[src/rtl/muldiv_unit.sv]
`default_nettype none
// ============================================================================
// Module   : muldiv_unit
// Purpose  : Multi-cycle multiply/accumulate and radix-2 restoring divide with
//            HI/LO result registers, Start/Busy/Done handshake and flush.
// Revision : 1.0  initial release
// ============================================================================
module muldiv_unit #(
    parameter int WIDTH      = 32,
    parameter int MUL_STAGES = 2
) (
    input  logic             Clock,
    input  logic             nReset,
    input  logic             Start,
    input  logic [2:0]       Op,
    input  logic [WIDTH-1:0] A,
    input  logic [WIDTH-1:0] B,
    input  logic             Flush,
    input  logic             HiWe,
    input  logic             LoWe,
    input  logic [WIDTH-1:0] WData,
    output logic             Busy,
    output logic             Done,
    output logic             DivByZero,
    output logic [WIDTH-1:0] Hi,
    output logic [WIDTH-1:0] Lo
);

    localparam int PW    = 2 * WIDTH;
    localparam int CNT_W = $clog2(WIDTH + MUL_STAGES) + 1;
    localparam logic [CNT_W-1:0] c_mul_last = CNT_W'(MUL_STAGES - 2);
    localparam logic [CNT_W-1:0] c_div_last = CNT_W'(WIDTH - 1);
    localparam logic [CNT_W-1:0] c_cnt_one  = CNT_W'(1);

    typedef enum logic [1:0] {
        S_IDLE = 2'd0,
        S_MUL  = 2'd1,
        S_DIV  = 2'd2
    } state_t;

    state_t            r_state;
    logic              r_busy;
    logic              r_done;
    logic              r_dbz;
    logic [WIDTH-1:0]  r_hi;
    logic [WIDTH-1:0]  r_lo;
    logic [1:0]        r_mop;
    logic [CNT_W-1:0]  r_cnt;
    logic [WIDTH-1:0]  r_dvd;
    logic [WIDTH-1:0]  r_dvs;
    logic [WIDTH-1:0]  r_rem;
    logic [WIDTH-1:0]  r_a;
    logic              r_dz;
    logic              r_negq;
    logic              r_negr;

    logic              w_accept;
    logic              w_is_div;
    logic              w_signed;
    logic              w_wr_hi;
    logic              w_wr_lo;
    logic [WIDTH-1:0]  w_hi_eff;
    logic [WIDTH-1:0]  w_lo_eff;
    logic [PW-1:0]     w_a_ext;
    logic [PW-1:0]     w_b_ext;
    logic [PW-1:0]     w_prod_now;
    logic [PW-1:0]     w_prod_fin;
    logic [1:0]        w_mul_op;
    logic [PW-1:0]     w_acc;
    logic [PW-1:0]     w_mul_res;
    logic [WIDTH-1:0]  w_neg_a;
    logic [WIDTH-1:0]  w_neg_b;
    logic [WIDTH-1:0]  w_a_mag;
    logic [WIDTH-1:0]  w_b_mag;
    logic [WIDTH:0]    w_rem_sh;
    logic [WIDTH:0]    w_diff;
    logic              w_qbit;
    logic [WIDTH-1:0]  w_rem_nx;
    logic [WIDTH-1:0]  w_quo_nx;
    logic [WIDTH-1:0]  w_quo_fix;
    logic [WIDTH-1:0]  w_rem_fix;

    assign w_accept = Start & ~Flush & ~r_busy;
    assign w_is_div = Op[2] & Op[1];
    assign w_signed = ~Op[0];
    assign w_wr_hi  = HiWe & ~r_busy;
    assign w_wr_lo  = LoWe & ~r_busy;

    // Direct writes take effect before an op issued in the same cycle reads HI/LO.
    assign w_hi_eff = w_wr_hi ? WData : r_hi;
    assign w_lo_eff = w_wr_lo ? WData : r_lo;
    assign w_acc    = {w_hi_eff, w_lo_eff};

    assign w_a_ext    = {{WIDTH{w_signed & A[WIDTH-1]}}, A};
    assign w_b_ext    = {{WIDTH{w_signed & B[WIDTH-1]}}, B};
    assign w_prod_now = w_a_ext * w_b_ext;

    generate
        if (MUL_STAGES > 1) begin : g_pipe
            logic [PW-1:0] r_pipe [MUL_STAGES-1];

            always_ff @(posedge Clock or negedge nReset) begin
                if (!nReset) begin
                    for (int i = 0; i < MUL_STAGES - 1; i++) begin
                        r_pipe[i] <= '0;
                    end
                end else begin
                    if (w_accept && !w_is_div) begin
                        r_pipe[0] <= w_prod_now;
                    end
                    for (int i = 1; i < MUL_STAGES - 1; i++) begin
                        r_pipe[i] <= r_pipe[i-1];
                    end
                end
            end

            assign w_prod_fin = r_pipe[MUL_STAGES-2];
            assign w_mul_op   = r_mop;
        end else begin : g_comb
            assign w_prod_fin = w_prod_now;
            assign w_mul_op   = Op[2:1];
        end
    endgenerate

    always_comb begin
        w_mul_res = w_prod_fin;
        case (w_mul_op)
            2'b01:   w_mul_res = w_acc + w_prod_fin;
            2'b10:   w_mul_res = w_acc - w_prod_fin;
            default: w_mul_res = w_prod_fin;
        endcase
    end

    // Divide runs on magnitudes; signs are restored on the final iteration.
    assign w_neg_a  = -A;
    assign w_neg_b  = -B;
    assign w_a_mag  = (w_signed & A[WIDTH-1]) ? w_neg_a : A;
    assign w_b_mag  = (w_signed & B[WIDTH-1]) ? w_neg_b : B;

    assign w_rem_sh  = {r_rem, r_dvd[WIDTH-1]};
    assign w_diff    = w_rem_sh - {1'b0, r_dvs};
    assign w_qbit    = ~w_diff[WIDTH];
    assign w_rem_nx  = w_qbit ? w_diff[WIDTH-1:0] : w_rem_sh[WIDTH-1:0];
    assign w_quo_nx  = {r_dvd[WIDTH-2:0], w_qbit};
    assign w_quo_fix = r_negq ? -w_quo_nx : w_quo_nx;
    assign w_rem_fix = r_negr ? -w_rem_nx : w_rem_nx;

    always_ff @(posedge Clock or negedge nReset) begin
        if (!nReset) begin
            r_state <= S_IDLE;
            r_busy  <= 1'b0;
            r_done  <= 1'b0;
            r_dbz   <= 1'b0;
            r_hi    <= '0;
            r_lo    <= '0;
            r_mop   <= '0;
            r_cnt   <= '0;
            r_dvd   <= '0;
            r_dvs   <= '0;
            r_rem   <= '0;
            r_a     <= '0;
            r_dz    <= 1'b0;
            r_negq  <= 1'b0;
            r_negr  <= 1'b0;
        end else begin
            r_done <= 1'b0;
            r_dbz  <= 1'b0;
            if (w_wr_hi) r_hi <= WData;
            if (w_wr_lo) r_lo <= WData;

            case (r_state)
                S_IDLE: begin
                    if (w_accept) begin
                        r_mop <= Op[2:1];
                        r_cnt <= '0;
                        if (w_is_div) begin
                            r_state <= S_DIV;
                            r_busy  <= 1'b1;
                            r_dvd   <= w_a_mag;
                            r_dvs   <= w_b_mag;
                            r_rem   <= '0;
                            r_a     <= A;
                            r_dz    <= (B == '0);
                            r_negq  <= w_signed & (A[WIDTH-1] ^ B[WIDTH-1]);
                            r_negr  <= w_signed & A[WIDTH-1];
                        end else if (MUL_STAGES == 1) begin
                            {r_hi, r_lo} <= w_mul_res;
                            r_done       <= 1'b1;
                        end else begin
                            r_state <= S_MUL;
                            r_busy  <= 1'b1;
                        end
                    end
                end

                S_MUL: begin
                    if (Flush) begin
                        r_state <= S_IDLE;
                        r_busy  <= 1'b0;
                    end else if (r_cnt == c_mul_last) begin
                        {r_hi, r_lo} <= w_mul_res;
                        r_done       <= 1'b1;
                        r_state      <= S_IDLE;
                        r_busy       <= 1'b0;
                    end else begin
                        r_cnt <= r_cnt + c_cnt_one;
                    end
                end

                S_DIV: begin
                    if (Flush) begin
                        r_state <= S_IDLE;
                        r_busy  <= 1'b0;
                    end else if (r_cnt == c_div_last) begin
                        r_lo    <= r_dz ? {WIDTH{1'b1}} : w_quo_fix;
                        r_hi    <= r_dz ? r_a : w_rem_fix;
                        r_dbz   <= r_dz;
                        r_done  <= 1'b1;
                        r_state <= S_IDLE;
                        r_busy  <= 1'b0;
                    end else begin
                        r_rem <= w_rem_nx;
                        r_dvd <= w_quo_nx;
                        r_cnt <= r_cnt + c_cnt_one;
                    end
                end

                default: begin
                    r_state <= S_IDLE;
                    r_busy  <= 1'b0;
                end
            endcase
        end
    end

    assign Busy      = r_busy;
    assign Done      = r_done;
    assign DivByZero = r_dbz;
    assign Hi        = r_hi;
    assign Lo        = r_lo;

endmodule
`default_nettype wire
[config.mk]
export PLATFORM = sky130hd
export DESIGN_NAME = muldiv_unit
export DESIGN_NICKNAME = d
export VERILOG_FILES = /design/src/rtl/muldiv_unit.sv
export SDC_FILE = /design/constraint.sdc
export NUM_CORES = 2
export LEC_CHECK = 0
export CORE_ASPECT_RATIO = 1.25
export CORE_MARGIN = 2
export CORE_UTILIZATION = 57
export CTS_CLUSTER_DIAMETER = 100
export DETAILED_ROUTE_END_ITERATION = 8
export PLACE_DENSITY_LB_ADDON = 0.3
export REMOVE_ABC_BUFFERS = 1
export SYNTH_ARGS = -nofsm -noshare
export SYNTH_HDL_FRONTEND = slang
export SYNTH_SLANG_ARGS = --single-unit
[constraint.sdc]
create_clock -name Clock -period 14.5 [get_ports Clock]
set_clock_uncertainty 0.15 [all_clocks]
set_input_delay 4.35 -clock Clock [delete_from_list [all_inputs] [get_ports Clock]]
set_output_delay 4.35 -clock Clock [all_outputs]
set_load 0.005 [all_outputs]
==> results by group <==
Outcome
  – Status: finished, final reports clean

Detailed routing
  – Final WL: about 200,000 um
  – Top sig layer: met5
  – Vias: roughly 50,000
  – Post-detailed-route count of antenna-violating nets: 0
  – Drt first pass iters: 6
  – DRC violations left: 0
  – Wirelength per Cell: 23.4 um
  – Met2 Wirelength: 92,400 um
  – Met1 Wirelength: 74,900 um
  – 1st-iter DRT viols: approximately 4,500
  – Routed length on met3: 16,400 um
  – Via density: ~6

Logic synthesis
  – Syn Area/Cell: around 8.5 um^2
  – Flop and latch count out of synthesis: about 270
  – Asr flop ratio synth: 100%
  – Synthesized cell area: between 60,000 and 70,000 um^2
  – Synth top area share: between 30% and 40%
  – Primary FF master, synth: dfrtp_1
  – Cells after Synth: 7,171
  – Warnings from Yosys: 0
  – Register area share after synthesis: 11.2%
  – Synth top area cells: fa_1, dfrtp_1, inv_1, nand2_1, ha_1
  – Most frequent cell after synthesis: inv_1
  – Unique masters post-synth: 95
  – Top post-synthesis cells by count: inv_1, nand2_1, fa_1
  – Post-synth EDFFs: 0
  – Top cell type by total area after synthesis: fa_1

Worst hold path
  – HP Class: reg -> reg
  – Min-delay src: r_a[25]

STA
  – Actual slew at the worst max-slew pin: approximately 1.2 ns
  – RSZ-0062 raised after global routing: false
  – Final Critical Period: around 13 ns
  – Setup violators final: 0
  – Fin. Hold Viols: 0
  – Fmax: 75.3 MHz
  – Final setup TNS: 0 ns
  – Final period util: 91.5%
  – Final slew viol count: 0
  – Slew HR: 17.3%
  – Setup ws final: approximately 1.2 ns
  – Min Hold Slack: around 0.33 ns

Critical path
  – Crit end category: flop
  – Worst path slowest cell: clkdlybuf4s50_1
  – Worst endpoint required time: about 15 ns
  – Kind of cell adding the most delay to the critical path: adder cells
  – Worst setup path class: in -> reg
  – Worst-path maximum fanout: 21
  – Beginning of the critical path: B[3]
  – Worst path arrival time: roughly 14 ns
  – Cell mode on critical path: fa_1
  – Setup crit start kind: primary input
  – FF-to-FF Start: g_pipe.r_pipe[12]
  – Buffers and inverters on the worst path: 6
  – CP max stage delay: between 1 and 1.5 ns

Clocking
  – Num CTS Buffers: 27
  – CTS sink cnt: ~270
  – Clk root buf: clkbuf_16
  – TritonCTS clock tree: yes
  – Worst-path clk slew: ~0.070 ns
  – Clk_lat worst skew: 0.61 ns
  – Post-CTS Hold Buffers: 0
  – Post-CTS Setup Bufs: 0
  – Post-cts resize count: 0
  – H-Tree Depth: 1
  – Longest Clk Path Bufs: 3

Finish
  – Area Growth Syn to Fin: 6.30%
  – Layout cells sized above 1: 4.59%
  – Filler Cell Count: a little over 9,000
  – Final net count: roughly 8,600
  – Design area: roughly 65,000 um^2

Floorplan
  – # IOs: ~170
  – Initial core utilization: between 50% and 60%
  – Die ar.: between 100,000 and 150,000 um^2
  – DIE WIDTH: a little under 300 um
  – FP Rows: roughly 130
  – Total core area: approximately 110,000 um^2
  – Chip height: around 370 um

Placement
  – Placement Setup Slack: 0.684 ns
  – Post-DP HPWL: around 160,000 um
  – GP Congestion: ~1
  – Port-buffer cells: around 170
  – Cell area after placement: approximately 64,000 um^2

Global route
  – Largest net degree at the start of global routing: 164
  – Antenna violations before repair: 4
  – Grt total ovfl: 0
  – Gr usage total: a little under two fifths
  – Vias in the first global route: approximately 52,000
  – First-pass GRT wire length: just over 300,000 um

Flow run
  – Number of max-cap violations: 0
area by class of cell:
class                      instances  area [um^2]  area share, %
multi-input combinational       5236        47900           74.0
sequential                       273         6830           10.6
inverter                        1226         4600           7.11
timing repair buffer             314         2710           4.19
tap                             1428         1790           2.76
clock buffer                      33          728           1.12
clock inverter                    15          174          0.269
antenna                            2         5.00        0.00773
metrics by stage:
stage,util (%),std cells
2_1_floorplan,-,6735
3_3_place_gp,60.1,8477
3_5_place_dp,60.1,8477
4_1_cts,60.9,8525
5_1_grt,60.9,8525
6_report,60.9,8527
layout by cell type (no fill, tap or decap), types with 24 or more instances in the layout:
cell type        count
nand2b_1            38
clkdlybuf4s50_1    149
dfrtp_1            273
clkbuf_16           27
o211ai_1            31
or3_1               24
nand4_1             24
ha_1               318
a21oi_1            301
a21o_1              99
o21bai_1            29
nand2_1           1176
buf_4              141
and3_1              31
o21ai_0            343
xor2_1              96
mux2_2              59
a31oi_1             44
nor2_1             311
o31ai_1             28
nor3_1              64
xnor2_1            222
fa_1              1127
inv_1             1224
nor4_1              30
nand3_1             58
and2_1             360
mux2i_1             47
state kept, by name, summed over array words and instances, names as in the netlist:
signal	count
Busy	1
Done	1
g_pipe.r_pipe	64
Hi	32
r_a	32
r_dvs	32
r_negq	1
r_mop	2
r_cnt	7
r_state	2
r_dz	1
Lo	32
DivByZero	1
r_dvd	32
r_rem	32
r_negr	1
worst reg2reg max path, delay by kind of cell (launching register included):
family	cells	cell delay [ns]
buf+inv	1	0.20
fa+ha+maj	1	0.47
flops	1	0.45
compound gates	5	2.01
xor+xnor	2	0.30
simple gates	12	3.76
logic make-up (layout without fill, tap and decap cells):
logic type	Yosys count	in the layout	share of synthesized area [%]
compound gates	1136	1136	11.7
buf+inv	1662	1588	10.3
mux	106	106	1.86
fa+ha+maj	1447	1447	43.6
simple gates	2229	2229	16.8
xor+xnor	318	318	4.57
flops	273	273	11.2
other cells	0	2	0
final timing paths:
path / endpoint / slack, ns / depth (start not counted)
setup / recovery: g_pipe.r_pipe[61] / 1.23 / 27
hold / removal: r_a[25] / 0.33 / 2
setup reg to reg: Hi[31] / 7.12 / 21
hold reg to reg: r_a[25] / 0.33 / 2
max in group asynchronous: r_dvs[29] / 9.08 / 2
min in group asynchronous: Lo[5] / 3.67 / 1
routing by layer:
metal / GRT usage (%) / up-vias
li1: - / 22200
met1: 46.6 / 25200
met2: 60.7 / 2356
met3: 5.43 / 607
met4: 22.9 / 2
met5: 0 / -
Power is left out: the tool's default activity adds up to more than one toggle a clock period on the data nets, which glitch-free logic cannot reach.
